<file path="src/rtl/booth_r8_pkg.sv">
`default_nettype none
// ============================================================================
//  Module   : booth_r8_pkg
//  Purpose  : Shared types and constants for the radix-8 Booth controller.
//  Revision : 1.0  initial release
// ============================================================================
package booth_r8_pkg;

    localparam int DEF_WIDTH = 8;

    typedef enum logic [2:0] {
        S_IDLE  = 3'd0,
        S_LOAD  = 3'd1,
        S_PRE   = 3'd2,
        S_EVAL  = 3'd3,
        S_ADD   = 3'd4,
        S_SHIFT = 3'd5,
        S_DONE  = 3'd6
    } state_t;

    localparam logic [1:0] SEL_1X = 2'b00;
    localparam logic [1:0] SEL_2X = 2'b01;
    localparam logic [1:0] SEL_3X = 2'b10;
    localparam logic [1:0] SEL_4X = 2'b11;

    // Radix-8 iterations needed to cover the sign-extended width+1 multiplier.
    function automatic int iter_of(input int width);
        return (width + 3) / 3;
    endfunction

endpackage
`default_nettype wire

</file>
<file path="src/rtl/booth_r8_ctrl_if.sv">
`default_nettype none
// ============================================================================
//  Module   : booth_r8_ctrl_if
//  Purpose  : Controller <-> datapath strobe bundle for the radix-8 Booth unit.
//  Revision : 1.0  initial release
// ============================================================================
interface booth_r8_ctrl_if;
    logic       start;
    logic [3:0] window;
    logic       load;
    logic       pre3;
    logic       add;
    logic       addc;
    logic [1:0] sel;
    logic       shift;
    logic       busy;
    logic       done;

    modport slave (
        input  start, window,
        output load, pre3, add, addc, sel, shift, busy, done
    );

    modport master (
        output start, window,
        input  load, pre3, add, addc, sel, shift, busy, done
    );
endinterface
`default_nettype wire

</file>
<file path="src/rtl/booth_r8_digit_dec.sv">
`default_nettype none
// ============================================================================
//  Module   : booth_r8_digit_dec
//  Purpose  : 4-bit Booth window -> {nonzero, negative, multiple select}.
//  Revision : 1.0  initial release
// ============================================================================
module booth_r8_digit_dec (
    input  wire logic [3:0] i_window,
    output logic            o_nz,
    output logic            o_neg,
    output logic [1:0]      o_sel
);
    logic [2:0] w_sum;
    logic [2:0] w_mag;

    // d = -4*w3 + w_sum, so |d| is w_sum or 4-w_sum depending on the sign bit.
    assign w_sum = {1'b0, i_window[2], 1'b0} + {2'b00, i_window[1]} + {2'b00, i_window[0]};
    assign w_mag = i_window[3] ? (3'd4 - w_sum) : w_sum;
    assign o_nz  = |w_mag;
    assign o_neg = i_window[3] & o_nz;
    assign o_sel = w_mag[1:0] - 2'd1;
endmodule
`default_nettype wire

</file>
<file path="src/rtl/booth_r8_ctrl.sv">
`default_nettype none
// ============================================================================
//  Module   : booth_r8_ctrl
//  Purpose  : Radix-8 Booth sequencing controller (Load/Pre3/Add/Addc/Shift).
//  Revision : 1.0  initial release
// ============================================================================
module booth_r8_ctrl
    import booth_r8_pkg::*;
#(
    parameter int WIDTH = DEF_WIDTH,
    parameter int CNT_W = 2
) (
    input  wire logic       clk,
    input  wire logic       rst_n,
    booth_r8_ctrl_if.slave  bus
);
    localparam int ITER = iter_of(WIDTH);

    state_t             r_state;
    state_t             w_next;
    logic [CNT_W-1:0]   r_cnt;
    logic               r_neg;
    logic [1:0]         r_sel;
    logic               w_nz;
    logic               w_neg;
    logic [1:0]         w_sel;
    logic               w_last;
    logic               w_load;
    logic               w_pre3;
    logic               w_add;
    logic               w_addc;
    logic               w_shift;
    logic               w_done;

    booth_r8_digit_dec u_dec (
        .i_window (bus.window),
        .o_nz     (w_nz),
        .o_neg    (w_neg),
        .o_sel    (w_sel)
    );

    assign w_last = (r_cnt == CNT_W'(ITER - 1));

    always_ff @(posedge clk) begin
        if (!rst_n) begin
            r_state <= S_IDLE;
            r_cnt   <= '0;
            r_neg   <= 1'b0;
            r_sel   <= SEL_1X;
        end else begin
            r_state <= w_next;
            // Digit is latched only when nonzero so Sel holds across skipped adds.
            if (r_state == S_EVAL && w_nz) begin
                r_neg <= w_neg;
                r_sel <= w_sel;
            end
            if (r_state == S_SHIFT) begin
                r_cnt <= w_last ? '0 : r_cnt + CNT_W'(1);
            end
        end
    end

    always_comb begin
        w_next  = r_state;
        w_load  = 1'b0;
        w_pre3  = 1'b0;
        w_add   = 1'b0;
        w_addc  = 1'b0;
        w_shift = 1'b0;
        w_done  = 1'b0;
        case (r_state)
            S_IDLE:  if (bus.start) w_next = S_LOAD;
            S_LOAD:  begin w_load = 1'b1; w_next = S_PRE;  end
            S_PRE:   begin w_pre3 = 1'b1; w_next = S_EVAL; end
            S_EVAL:  w_next = w_nz ? S_ADD : S_SHIFT;
            S_ADD:   begin
                w_add  = ~r_neg;
                w_addc = r_neg;
                w_next = S_SHIFT;
            end
            S_SHIFT: begin
                w_shift = 1'b1;
                w_next  = w_last ? S_DONE : S_EVAL;
            end
            S_DONE:  begin w_done = 1'b1; w_next = S_IDLE; end
            default: w_next = S_IDLE;
        endcase
    end

    assign bus.load  = w_load;
    assign bus.pre3  = w_pre3;
    assign bus.add   = w_add;
    assign bus.addc  = w_addc;
    assign bus.sel   = r_sel;
    assign bus.shift = w_shift;
    assign bus.busy  = (r_state != S_IDLE);
    assign bus.done  = w_done;
endmodule
`default_nettype wire

</file>
<file path="src/flat_wrapper.sv">
// flat-port wrapper written by rule: the top's interface ports become plain ports
module booth_r8_ctrl_flat import booth_r8_pkg::*;
#(
    parameter int WIDTH = DEF_WIDTH,
    parameter int CNT_W = 2
)
  (clk, rst_n, bus_start, bus_window, bus_load, bus_pre3, bus_add, bus_addc, bus_sel, bus_shift, bus_busy, bus_done);
  booth_r8_ctrl_if bus_i ();
  input  wire logic clk;
  input  wire logic rst_n;
  input wire logic [$bits(bus_i.start)-1:0] bus_start;
  input wire logic [$bits(bus_i.window)-1:0] bus_window;
  output wire logic [$bits(bus_i.load)-1:0] bus_load;
  output wire logic [$bits(bus_i.pre3)-1:0] bus_pre3;
  output wire logic [$bits(bus_i.add)-1:0] bus_add;
  output wire logic [$bits(bus_i.addc)-1:0] bus_addc;
  output wire logic [$bits(bus_i.sel)-1:0] bus_sel;
  output wire logic [$bits(bus_i.shift)-1:0] bus_shift;
  output wire logic [$bits(bus_i.busy)-1:0] bus_busy;
  output wire logic [$bits(bus_i.done)-1:0] bus_done;
  assign bus_i.start = bus_start;
  assign bus_i.window = bus_window;
  assign bus_load = bus_i.load;
  assign bus_pre3 = bus_i.pre3;
  assign bus_add = bus_i.add;
  assign bus_addc = bus_i.addc;
  assign bus_sel = bus_i.sel;
  assign bus_shift = bus_i.shift;
  assign bus_busy = bus_i.busy;
  assign bus_done = bus_i.done;
  booth_r8_ctrl #(.WIDTH(WIDTH), .CNT_W(CNT_W)) u_core (.clk(clk), .rst_n(rst_n), .bus(bus_i));
endmodule
</file>
<file path="config.mk">
export PLATFORM = sky130hd
export DESIGN_NAME = booth_r8_ctrl_flat
export DESIGN_NICKNAME = d
export VERILOG_FILES = /design/src/rtl/booth_r8_pkg.sv /design/src/rtl/booth_r8_ctrl_if.sv /design/src/rtl/booth_r8_digit_dec.sv /design/src/rtl/booth_r8_ctrl.sv /design/src/flat_wrapper.sv
export SDC_FILE = /design/constraint.sdc
export NUM_CORES = 1
export LEC_CHECK = 0
export CORE_MARGIN = 1.5
export CORE_UTILIZATION = 39
export DETAILED_ROUTE_END_ITERATION = 6
export MAX_ROUTING_LAYER = met4
export PLACE_DENSITY = 0.76
export SYNTH_ARGS = -nofsm -noshare
export SYNTH_HDL_FRONTEND = slang
export SYNTH_SLANG_ARGS = --single-unit
export TNS_END_PERCENT = 20
</file>
<file path="constraint.sdc">
create_clock -name clk -period 2.1 [get_ports clk]
set_clock_uncertainty 0.2 [all_clocks]
set_input_delay 0.42 -clock clk [delete_from_list [all_inputs] [get_ports clk]]
set_output_delay 0.42 -clock clk [all_outputs]
set_load 0.03 [all_outputs]
</file>
==> run_summary.xml <==
<?xml version="1.0" encoding="UTF-8"?>
<metrics>
  <group name="status">
    <metric name="outcome" unit="">complete, no violations</metric>
  </group>
  <group name="power_and_ir_drop">
    <metric name="power.leakage" unit="nW">0.325</metric>
    <metric name="p_per_area" unit="mW/mm^2">580</metric>
    <metric name="ir_drop_worst_vdd" unit="mV">0.285</metric>
  </group>
  <group name="logic_synthesis">
    <metric name="post_synth_instance_area" unit="sq um">524</metric>
    <metric name="post_syn_area_per_cell" unit="sq um">9.04</metric>
    <metric name="synth.ff_latch_count" unit="">8</metric>
    <metric name="yosysWarnings" unit="">0</metric>
    <metric name="netlist-cell-type-count" unit="">30</metric>
    <metric name="postSynthNetCount" unit="">69</metric>
    <metric name="netlist_instances" unit="">58</metric>
    <metric name="synth.yosys.seq_area_share" unit="">0.305</metric>
    <metric name="postSynth.asyncResetShare" unit="">0</metric>
    <metric name="netlist_top_cells_area" unit="">dfxtp_1 31%, ha_1 9.5%, mux2i_1 7.6%, nand2_1 6.4%, nand3b_4 3.8%</metric>
    <metric name="number_of_flops_mapped_to_enable_cells_by_yosys" unit="">0</metric>
    <metric name="synth_top_area_share" unit="">0.305</metric>
    <metric name="synth_ff_type" unit="">dfxtp_1</metric>
    <metric name="synth_largest_area_cell" unit="">dfxtp_1</metric>
  </group>
  <group name="global_route">
    <metric name="globalRoute.totalOverflow" unit="">0</metric>
    <metric name="grt_pass1_wl" unit="microns">1650</metric>
    <metric name="grt_pass1_vias" unit="">389</metric>
    <metric name="grt_usage" unit="">0.166</metric>
    <metric name="antenna_found_initial" unit="">0</metric>
    <metric name="maximum_number_of_pins_on_one_net_before_global_route_repair" unit="">12</metric>
  </group>
  <group name="critical_path">
    <metric name="worst_path_maximum_fanout" unit="">8</metric>
    <metric name="timing.rr.end" unit="">u_core.r_state[0]</metric>
    <metric name="critical_path.endpoint_type" unit="">primary output</metric>
    <metric name="startpoint_type" unit="">flip-flop</metric>
    <metric name="r2r_setup_slack" unit="ns">0.63</metric>
    <metric name="r2r-start" unit="">u_core.r_state[0]</metric>
    <metric name="crit_arrival" unit="ns">1.42</metric>
    <metric name="worst-endpoint-required" unit="ns">1.48</metric>
    <metric name="reg2reg_depth" unit="">4</metric>
    <metric name="worst-setup-path-type" unit="">flip-flop to primary output</metric>
  </group>
  <group name="floorplanning">
    <metric name="floorplan_die_height" unit="microns">39.7</metric>
    <metric name="fp.coreArea" unit="sq mm">0.00127</metric>
    <metric name="core.rowCount" unit="">13</metric>
    <metric name="die_width" unit="microns">39.7</metric>
    <metric name="floorplan.initialDensity" unit="">0.413</metric>
    <metric name="floorplan.io_pins" unit="">16</metric>
    <metric name="dieArea" unit="sq mm">0.00157</metric>
  </group>
  <group name="cts">
    <metric name="clock_root_buffer_master" unit="">clkbuf_4</metric>
    <metric name="cts_tree" unit="">done</metric>
    <metric name="clk_pin_slew_worst_paths" unit="ns">0.05</metric>
    <metric name="clock_latency" unit="ns">0.25</metric>
    <metric name="cts_htree_levels" unit="">1</metric>
    <metric name="clock_sink_count" unit="">8</metric>
    <metric name="cts.path.max_buffers" unit="">2</metric>
    <metric name="cts_inserted_buffers" unit="">3</metric>
    <metric name="cts_hold_repair.buffers" unit="">0</metric>
  </group>
  <group name="place">
    <metric name="dp_hpwl" unit="microns">751</metric>
    <metric name="detailed_place.area" unit="sq um">689</metric>
    <metric name="port_buffers" unit="">15</metric>
    <metric name="finalWeightedCongestion" unit="">0.670</metric>
    <metric name="placed_cells_incl_taps" unit="">88</metric>
  </group>
  <group name="drt">
    <metric name="num_vias" unit="">463</metric>
    <metric name="wl_per_cell" unit="microns">11.3</metric>
    <metric name="post-route-drc-count" unit="">0</metric>
    <metric name="detailedRoute.firstPassIterationCount" unit="">1</metric>
    <metric name="routed_via_density" unit="">5.03</metric>
    <metric name="detail-route-antenna-nets" unit="">0</metric>
    <metric name="detailedRoute.firstIterationViolations" unit="">0</metric>
    <metric name="routed_wirelength" unit="microns">1040</metric>
  </group>
  <group name="timing">
    <metric name="timing.final.max_slew_violations" unit="">0</metric>
    <metric name="setup-violations-final" unit="">0</metric>
    <metric name="finalHoldViolCount" unit="">0</metric>
    <metric name="timing_worst_slew_pin_value" unit="ns">0.353</metric>
    <metric name="layout_worst_path_cycle_share" unit="">0.969</metric>
    <metric name="max_slew_margin" unit="">0.764</metric>
    <metric name="final_period_minus_worst_setup_slack" unit="ns">2.04</metric>
    <metric name="max_freq" unit="GHz">0.491</metric>
  </group>
  <group name="worst_hold_path">
    <metric name="worst_hold_path.num_cells" unit="">2</metric>
    <metric name="hold_class" unit="">flip-flop to flip-flop</metric>
    <metric name="min_to" unit="">u_core.bus.sel[1]</metric>
    <metric name="hold_path.startpoint" unit="">u_core.bus.sel[1]</metric>
  </group>
  <group name="finish">
    <metric name="diodes_inserted" unit="">0</metric>
    <metric name="drive_gt1_frac" unit="">0.299</metric>
    <metric name="area_delta_synth_final" unit="%">44.4</metric>
    <metric name="layoutNonFillerInstCount" unit="">92</metric>
    <metric name="final_design_area_no_fill" unit="sq um">757</metric>
    <metric name="finalNetCount" unit="">90</metric>
    <metric name="finalCoreUtilization" unit="">0.597</metric>
  </group>
  <group name="run">
    <metric name="maxCapViolCount" unit="">0</metric>
  </group>
</metrics>
-- state kept, by name (all words and copies together) (netlist names) --
register        count
u_core.r_neg        1
u_core.bus.sel      2
u_core.r_cnt        2
u_core.r_state      3
-- layer usage --
layer	part of all wire	vias to the layer above	routed length, microns	global-route usage
met3	0.059	0	61	0.0568
met1	0.44	209	459	0.212
li1	-	242	-	-
met4	0	0	0	0.0776
met2	0.50	12	514	0.234
met5	0	-	0	-
-- final cells by class --
class,instances,area (sq um)
fillers,121,512
multi-input cells,43,375
well taps,15,18.8
clock buffers,3,22.5
repair buffers,19,165
inverters,4,15.0
flip-flops and latches,8,160
-- worst max-delay path by stage --
stage | to | start | cells past startpoint | slack (ns)
6_report | bus_busy | u_core.r_state[2] | 2 | 0.06
5_1_grt | u_core.bus.sel[1] | bus_window[0] | 9 | -0.001
4_1_cts | u_core.r_neg | bus_window[1] | 9 | 0.04
3_5_place_dp | u_core.r_neg | bus_window[0] | 9 | -0.55
3_3_place_gp | u_core.bus.sel[1] | bus_window[0] | 9 | -0.50
2_1_floorplan | bus_add | u_core.r_state[2] | 2 | -0.02
-- cells by family (layout without fill, tap and decap cells) --
family                   after synthesis  count (layout)  share of synthesized area
AND/OR/NAND/NOR                       27              27                      0.322
AO/OA/AOI/OAI                          8               8                      0.129
flip-flops                             8               8                      0.305
buffers and inverters                  7              26                     0.0716
adder cells (fa/ha/maj)                4               4                     0.0955
multiplexers                           4               4                     0.0764
-- what timing repair did --
| item | CTS | global route |
|---|---|---|
| hold endpoints to repair | 0 | 0 |
| setup endpoints to repair | 7 | 4 |
| buffers inserted | 0 | 1 |
| gates resized for setup | 14 | 1 |
| pin swaps | 4 | 4 |
-- synthesized netlist by cell type (all sizes together), types with 2 or more instances --
cell type  count
a31oi          2
nand2b         2
dfxtp          8
nand2          9
ha             4
nor2b          2
mux2i          4
inv            4
a21boi         3
nand3b         3
buf            2
or3            2
-- cell usage in the layout (no fill, tap or decap), types with 2 or more instances in the layout --
cell             instances
nand2_1                  9
nand3b_1                 2
clkdlybuf4s50_1          5
inv_1                    3
clkdlybuf4s15_1          2
ha_2                     2
nand2b_1                 2
dlygate4sd2_1            4
dfxtp_1                  8
mux2i_1                  3
a21boi_0                 2
nor2b_1                  2
clkbuf_4                 3
buf_4                    8
ha_4                     2
-- power breakdown --
part | total [mW] | internal, mW | switching (mW) | leakage (nW)
logic | 0.155 | 0.0750 | 0.0797 | 0.246
clock network | 0.117 | 0.0654 | 0.0519 | 0.0138
registers | 0.167 | 0.160 | 0.00705 | 0.0650
total | 0.439 | 0.301 | 0.139 | 0.325
-- critical path, stage by stage, from the launching register on --
cell	delay, ns
dfxtp_1	0.39
or3_2	0.42
dlygate4sd2_1	0.36
-- per-stage QoR --
stage / total power, mW / setup WS, ns / TNS, ns / hold WS (ns)
2_1_floorplan: 0.266 / -0.0180 / -0.0180 / 0.243
3_5_place_dp: 0.311 / -0.546 / -2.06 / 0.258
4_1_cts: 0.439 / 0.0363 / 0 / 0.267
6_report: 0.439 / 0.0644 / 0 / 0.259
5_1_grt: 0.470 / -0.00127 / -0.00127 / 0.291
3_3_place_gp: 0.308 / -0.505 / -1.85 / 0.250
Note: power is estimated with default switching activity, not from simulation.
